<file path="src/rtl/sub_pkg.sv">
`default_nettype none
// ============================================================================
// Module      : sub_pkg
// Description : Shared types and constant helpers for the digit-serial
//               subtractor (FSM state encoding, counter sizing and
//               saturation bounds).
// Revision    : 1.0 - initial release
// ============================================================================
package sub_pkg;

    // Controller states; IDLE must stay at encoding 0 (reset state)
    typedef enum logic [1:0] {
        ST_IDLE = 2'd0,
        ST_RUN  = 2'd1,
        ST_DONE = 2'd2
    } state_t;

    // Digit counter width: clog2 of the digit count, never below one bit
    function automatic int cnt_width(input int n);
        return (n <= 1) ? 1 : $clog2(n);
    endfunction

    // Most positive two's-complement value of the given width (up to 64 bits)
    function automatic logic [63:0] sat_max(input int width);
        return (64'd1 << (width - 1)) - 64'd1;
    endfunction

    // Most negative two's-complement value of the given width (up to 64 bits)
    function automatic logic [63:0] sat_min(input int width);
        return 64'd1 << (width - 1);
    endfunction

endpackage
`default_nettype wire

</file>
<file path="src/rtl/sub_digit.sv">
`default_nettype none
// ============================================================================
// Module      : sub_digit
// Description : Combinational DIGIT-bit subtract slice with borrow in/out.
//               Computes x - y - bin; bout is the borrow out of the slice.
// Revision    : 1.0 - initial release
// ============================================================================
module sub_digit
    import sub_pkg::*;
#(
    parameter int DIGIT = 4
) (
    input  logic [DIGIT-1:0] x,
    input  logic [DIGIT-1:0] y,
    input  logic             bin,
    output logic [DIGIT-1:0] d,
    output logic             bout
);

    // One extra bit catches the borrow: a negative result wraps and sets it
    logic [DIGIT:0] w_res;

    assign w_res = {1'b0, x} - {1'b0, y} - {{DIGIT{1'b0}}, bin};
    assign d     = w_res[DIGIT-1:0];
    assign bout  = w_res[DIGIT];

endmodule
`default_nettype wire

</file>
<file path="src/rtl/sub_serial.sv">
`default_nettype none
// ============================================================================
// Module      : sub_serial
// Description : Digit-serial subtractor computing a - b, least significant
//               digit first, WIDTH/DIGIT cycles per operation, with a
//               start/busy/done handshake, unsigned borrow and signed
//               overflow flags.
//               Optional build macro SUB_SERIAL_SAT_EN: saturate the result
//               on unsigned borrow / signed overflow (flags stay raw).
// Revision    : 1.0 - initial release
// ============================================================================
module sub_serial
    import sub_pkg::*;
#(
    parameter int WIDTH = 8,
    parameter int DIGIT = 4
) (
    input  logic             clk,
    input  logic             rst,
    input  logic             start,
    input  logic             signed_mode,
    input  logic [WIDTH-1:0] a,
    input  logic [WIDTH-1:0] b,
    output logic [WIDTH-1:0] diff,
    output logic             borrow,
    output logic             ovf,
    output logic             busy,
    output logic             done
);

    localparam int              N      = WIDTH / DIGIT;
    localparam int              CNT_W  = cnt_width(N);
    localparam logic [CNT_W-1:0] c_LAST = CNT_W'(N - 1);

`ifdef SUB_SERIAL_SAT_EN
    localparam logic [WIDTH-1:0] c_SAT_MAX = WIDTH'(sat_max(WIDTH));
    localparam logic [WIDTH-1:0] c_SAT_MIN = WIDTH'(sat_min(WIDTH));
`endif

    state_t             state_q, state_d;
    logic [CNT_W-1:0]   cnt_q, cnt_d;
    logic [WIDTH-1:0]   a_q, a_d;
    logic [WIDTH-1:0]   b_q, b_d;
    logic               sm_q, sm_d;
    logic               bin_q, bin_d;
    logic [WIDTH-1:0]   diff_q, diff_d;
    logic               borrow_q, borrow_d;
    logic               ovf_q, ovf_d;

    logic [DIGIT-1:0]   w_x;
    logic [DIGIT-1:0]   w_y;
    logic [DIGIT-1:0]   w_d;
    logic               w_bout;
    logic               w_ovf;

    // Select the current digit of each latched operand
    assign w_x = a_q[int'(cnt_q) * DIGIT +: DIGIT];
    assign w_y = b_q[int'(cnt_q) * DIGIT +: DIGIT];

    sub_digit #(
        .DIGIT (DIGIT)
    ) u_digit (
        .x    (w_x),
        .y    (w_y),
        .bin  (bin_q),
        .d    (w_d),
        .bout (w_bout)
    );

    // Signed overflow: operand signs differ and result sign differs from a.
    // Only meaningful on the last digit, where w_d holds the result MSB.
    assign w_ovf = sm_q & (a_q[WIDTH-1] ^ b_q[WIDTH-1]) & (w_d[DIGIT-1] ^ a_q[WIDTH-1]);

    // Next-state and datapath update for the IDLE/RUN/DONE controller
    always_comb begin
        state_d  = state_q;
        cnt_d    = cnt_q;
        a_d      = a_q;
        b_d      = b_q;
        sm_d     = sm_q;
        bin_d    = bin_q;
        diff_d   = diff_q;
        borrow_d = borrow_q;
        ovf_d    = ovf_q;

        case (state_q)
            ST_IDLE: begin
                if (start) begin
                    a_d      = a;
                    b_d      = b;
                    sm_d     = signed_mode;
                    diff_d   = '0;
                    borrow_d = 1'b0;
                    ovf_d    = 1'b0;
                    cnt_d    = '0;
                    bin_d    = 1'b0;
                    state_d  = ST_RUN;
                end
            end

            ST_RUN: begin
                diff_d[int'(cnt_q) * DIGIT +: DIGIT] = w_d;
                bin_d = w_bout;
                cnt_d = cnt_q + 1'b1;
                if (cnt_q == c_LAST) begin
                    borrow_d = w_bout;
                    ovf_d    = w_ovf;
`ifdef SUB_SERIAL_SAT_EN
                    // Clamp the result; the flags keep the raw condition
                    if (!sm_q && w_bout) begin
                        diff_d = '0;
                    end else if (w_ovf) begin
                        diff_d = a_q[WIDTH-1] ? c_SAT_MIN : c_SAT_MAX;
                    end
`endif
                    state_d = ST_DONE;
                end
            end

            ST_DONE: begin
                state_d = ST_IDLE;
            end

            default: begin
                state_d = ST_IDLE;
            end
        endcase
    end

    // State and datapath registers; reset aborts any operation immediately
    always_ff @(posedge clk or posedge rst) begin
        if (rst) begin
            state_q  <= ST_IDLE;
            cnt_q    <= '0;
            a_q      <= '0;
            b_q      <= '0;
            sm_q     <= 1'b0;
            bin_q    <= 1'b0;
            diff_q   <= '0;
            borrow_q <= 1'b0;
            ovf_q    <= 1'b0;
        end else begin
            state_q  <= state_d;
            cnt_q    <= cnt_d;
            a_q      <= a_d;
            b_q      <= b_d;
            sm_q     <= sm_d;
            bin_q    <= bin_d;
            diff_q   <= diff_d;
            borrow_q <= borrow_d;
            ovf_q    <= ovf_d;
        end
    end

    assign diff   = diff_q;
    assign borrow = borrow_q;
    assign ovf    = ovf_q;
    assign busy   = (state_q == ST_RUN);
    assign done   = (state_q == ST_DONE);

endmodule
`default_nettype wire

</file>
<file path="config.mk">
export PLATFORM = sky130hd
export DESIGN_NAME = sub_serial
export DESIGN_NICKNAME = d
export VERILOG_FILES = /design/src/rtl/sub_pkg.sv /design/src/rtl/sub_digit.sv /design/src/rtl/sub_serial.sv
export SDC_FILE = /design/constraint.sdc
export NUM_CORES = 1
export LEC_CHECK = 0
export ABC_AREA = 1
export CAP_MARGIN = 10
export CORE_AREA = 2 2 61 63
export CTS_CLUSTER_DIAMETER = 80
export DETAILED_ROUTE_END_ITERATION = 10
export DIE_AREA = 0 0 63 65
export GPL_ROUTABILITY_DRIVEN = 0
export PLACE_DENSITY = 0.73
export REMOVE_ABC_BUFFERS = 1
export SETUP_SLACK_MARGIN = 0.2
export SYNTH_ARGS = -nofsm -noshare
export SYNTH_HDL_FRONTEND = slang
export SYNTH_SLANG_ARGS = --single-unit
</file>
<file path="constraint.sdc">
create_clock -name clk -period 2.2 [get_ports clk]
set_input_delay 0.44 -clock clk [delete_from_list [all_inputs] [get_ports clk]]
set_output_delay 0.44 -clock clk [all_outputs]
set_load 0.1 [all_outputs]
</file>
-- Word-level counts from Yosys, hierarchy flattened
Index checks and enable logic that the tools add are counted.
- register bits: 31
- logic and storage cells: 44
- reduce and logical (&&, ||, !) cells: 6
- mux-type cells: 13
- bitwise gates (word level): 4
- equality and inequality tests: 4
- shift-type cells: 4
- $add $sub $neg: 4
- operators with widths (kind ; number):
    $neg A3 Y33 ; 1
    $shift A4 B33 Y8 const A ; 1
    $shiftx A4 B33 Y8 ; 1
    $pmux W8 S2 ; 1
    $shiftx A8 B4 Y4 ; 2
    $bwmux W8 ; 1
    $mux W8 ; 1
    $pmux W1 S2 ; 4
    $reduce_and A2 Y1 ; 3
    $sub A4 B4 Y5 ; 1
    $sub A5 B1 Y5 ; 1
    $mux W2 ; 2
    $pmux W2 S2 ; 1
    $mux W1 ; 3
    $reduce_and A3 Y1 ; 1
    $and A1 B1 Y1 ; 2
    $eq A2 B1 Y1 const B ; 1
    $eq A2 B2 Y1 const B ; 1
    $logic_not A2 Y1 ; 1
    $ne A2 B1 Y1 const B ; 1
    $ne A2 B2 Y1 const B ; 1
    $reduce_bool A2 Y1 ; 1
    $xor A1 B1 Y1 ; 2
    $add A1 B1 Y1 const B ; 1

-- Depth between registers and ports, before layout
- depth in word-level cells: 7
- gate-level depth with buffers: 12
- gate-level depth less buffers: 12

-- By module
Synthesis repeated with hierarchy kept, for this count alone.
- cell total of the unflattened synthesis: 200
- area, all modules: 1632.8 um^2
- modules (own cells, without submodules) (module ; seq. area each (um^2) ; area each (um^2) ; cells an instance ; instances):
    sub_serial ; 775.7 ; 1402.6 ; 165 ; 1
    sub_digit ; 0.0 ; 230.2 ; 35 ; 1

-- Worst setup path before layout
OpenSTA, ideal clock, no wires.
- path kind: register to register
- start point: register cnt_q
- end point: register bin_q
- arrival time: 2.018 ns
- slack: 0.054 ns
- cell stages (with the launch flop): 11
- path buffers: 1
- setup time: 0.128 ns
- cells stage by stage: dfrtp_1 > buf_2 > mux2i_1 > fa_1 > inv_1 > fa_1 > nand2_1 > a21oi_1 > or2_2 > nand3_1 > o21ai_0
- word-level cells in the longest chain between the ends: 4
- ends and longest elaborated chain (item ; line ; text):
    from (decl) ; sub_serial.sv:41 ; logic [CNT_W-1:0] cnt_q, cnt_d;
    from (signal assigned) ; sub_serial.sv:144 ; cnt_q <= cnt_d;
    $shiftx A8 B4 Y4, on equally long branches ; sub_serial.sv:57, sub_serial.sv:58 ;
    $sub A4 B4 Y5 (*) ; sub_digit.sv:23 ; assign w_res = {1'b0, x} - {1'b0, y} - {{DIGIT{1'b0}}, bin};
    $sub A5 B1 Y5 (*) ; sub_digit.sv:23 ;
    $pmux W1 S2 (*) ; sub_serial.sv:86 ; case (state_q)
    to (signal assigned) ; sub_serial.sv:148 ; bin_q <= bin_d;
    to (decl) ; sub_serial.sv:45 ; logic bin_q, bin_d;
Every way passes the cells marked *; elsewhere a longest branch is shown, timed or not.
A chain may end at the register's enable or synchronous reset.

-- Worst setup path after layout
Same ends and word-level chain as after synthesis.

==> results.md <==
* #FFs+latches synth at 31
* Max cap viols at 0
* Final setup vio count at 0
* Unrepaired setup endpoints after global routing: true
* Synth Instances at 178
* Final Cycle Share at 89.7%
* GRT Resource Usage Total at 17.6%
* Ranking of synthesized cells by area: dfrtp_1 (52%), nand2_1 (17%), o21ai_0 (5.1%)
* Fmax at 507 MHz
* Hold Buf Count CTS at 0
* Antenna-violating nets left at 0
* Die area at 4100 sq um
* First-pass GRT wire length at 5300 um
* Die Y at 65 um
* Global route overflow at 0
* Num rows at 22
* Multi-input gate area at 644 sq um
* Share of post-route cells with drive strength above 1 at 21.7%
* Antenna cells at 0
* Post-synthesis average cell area at 8.33 sq um
* Signal arrival time at the worst endpoint at 2.19 ns
* Synth top area share at 52.3%
* Skew final at 0.00587 ns
* Core area at 3500 sq um
* Hold Vio Cnt, Final at 0
* Total CTS buffers at 5
* Routed Wire Length at 3130 um
* Seq/Total Area, Yosys at 52.3%
* Clock Latency Late Sink at 0.34 ns
* Routed WL per cell at 11.8 um
* First drt pass iteration count at 4
* Clock Path Buffers at 2
* Largest net degree at the start of global routing at 32
* Area leader, netlist: dfrtp_1
* Setup TNS at 0 ns
* Ys Warns at 0
* NumNets Final at 242
* H-tree level count at 2
* Critical Path Start Type: flop
* Clk root buf: clkbuf_4
* Number of global-route vias before repair at 1183
* Worst-margin pin slew at 0.396 ns
* Clock sinks at 31
* Post-synthesis cell type count at 20
* Crit path kind: flop to flop
* Outcome: complete, no violations
* Slew headroom at 73.3%
* Reg area at 777 sq um
* Starting Density at 42.4%
* Worst-path fanout max at 8
* Layout area overhead at 31.7%
* Tmin final at 1.97 ns
* Leading cell type in the layout, fill and taps excluded: nand2_1
* Vias at 1238
* Port Buffers at 31
* Commonest non-fill, non-tap cells in the layout: nand2_1 (68), dfrtp_1 (30), clkdlybuf4s50_1 (19)
* CTS tree: yes
* # IOs at 32
* Worst min path class: input port to asynchronous set/reset pin
* DR vias/cell at 4.67
* Clk pin slew, worst setup/hold paths at 0.09 ns
* Max-slew violations at 0
* Synthesized area at 1480 sq um
* Crit path capture type: flop
* Die X-Extent at 63 um
* Fillers at 336
* Initial antenna violation count at 0
* DP HPWL at 2090 um
* Remaining DRCs at 0
* Reg2reg setup slack at 0.23 ns
* First DRT Iteration DRCs at 64
* Worst endpoint required time at 2.42 ns
==> cell usage after synthesis <==
master	instances
or2_2	1
mux2i_1	1
nand3_2	1
buf_2	2
ha_1	4
inv_1	19
a21oi_1	1
nor2_4	1
o21ai_1	9
xor2_1	1
fa_1	2
nand3_1	6
nor2_1	5
buf_4	1
o21ai_0	15
buf_6	1
nand2_2	3
inv_2	5
nand2_1	69
dfrtp_1	31
==> cell type report <==
class | count | area share [%]
sequential | 31 | 39.8
multi-input combinational | 119 | 33.0
timing repair buffer | 35 | 15.9
inverter | 24 | 4.74
clock buffer | 8 | 3.52
tap | 48 | 3.07
==> metrics by stage <==
step / util [%] / area, sq um / setup slack (ns) / hold slack, ns / instances
6_report: 55.9 / 1950 / 0.227 / 0.480 / 265
5_1_grt: 55.9 / 1950 / 0.104 / 0.509 / 265
4_1_cts: 54.8 / 1910 / 0.204 / 0.485 / 264
3_5_place_dp: 51.8 / 1810 / 0.0484 / 0.464 / 255
3_3_place_gp: 51.8 / 1810 / 0.137 / 0.461 / 255
2_1_floorplan: - / 1450 / 0.0599 / 0.444 / 174
==> path summary, 6_finish.rpt <==
check / startpoint / to / cells past startpoint
setup / recovery: cnt_q / bin_q / 10
hold / removal: rst / diff[0] / 3
setup reg to reg: cnt_q / bin_q / 10
hold reg to reg: a_q[2] / a_q[2] / 2
max in group asynchronous: rst / cnt_q / 3
min in group clk: a_q[2] / a_q[2] / 2
==> per-layer routing <==
layer | GRT usage (%) | routed length [um]
met1 | 20.0 | 1370
met2 | 29.8 | 1530
met3 | 6.42 | 168
met4 | 7.50 | 64
met5 | 0 | 0
==> cell families after synthesis <==
| family | synth area share [%] |
|---|---|
| buf+inv | 8.02 |
| flops | 52.3 |
| simple gates | 23.9 |
| mux | 0.675 |
| xor+xnor | 0.591 |
| compound gates | 8.44 |
| fa+ha+maj | 6.08 |
==> critical path, cell delays in order (launching register included) <==
cell,delay (ns)
dfrtp_2,0.46
buf_4,0.18
nand2_1,0.09
o21ai_0,0.10
ha_1,0.30
inv_2,0.05
ha_4,0.28
a21oi_2,0.06
or2_4,0.23
nand3_4,0.06
o21ai_2,0.06
==> sequential cells by signal (all words and copies together) (netlist names) <==
register	count
cnt_q	1
bin_q	1
borrow	1
state_q	2
a_q	8
b_q	8
diff	8
sm_q	1
ovf	1
==> repair_timing <==
action | CTS | global route
endpoints found under the setup margin | 2 | 5
setup buffers | 1 | 1
hold endpoints to repair | 0 | 0
resized for setup | 7 | 12
pin swaps | 3 | 2
Power is left out: the tool's default activity adds up to more than one toggle a clock period on the data nets, which glitch-free logic cannot reach.
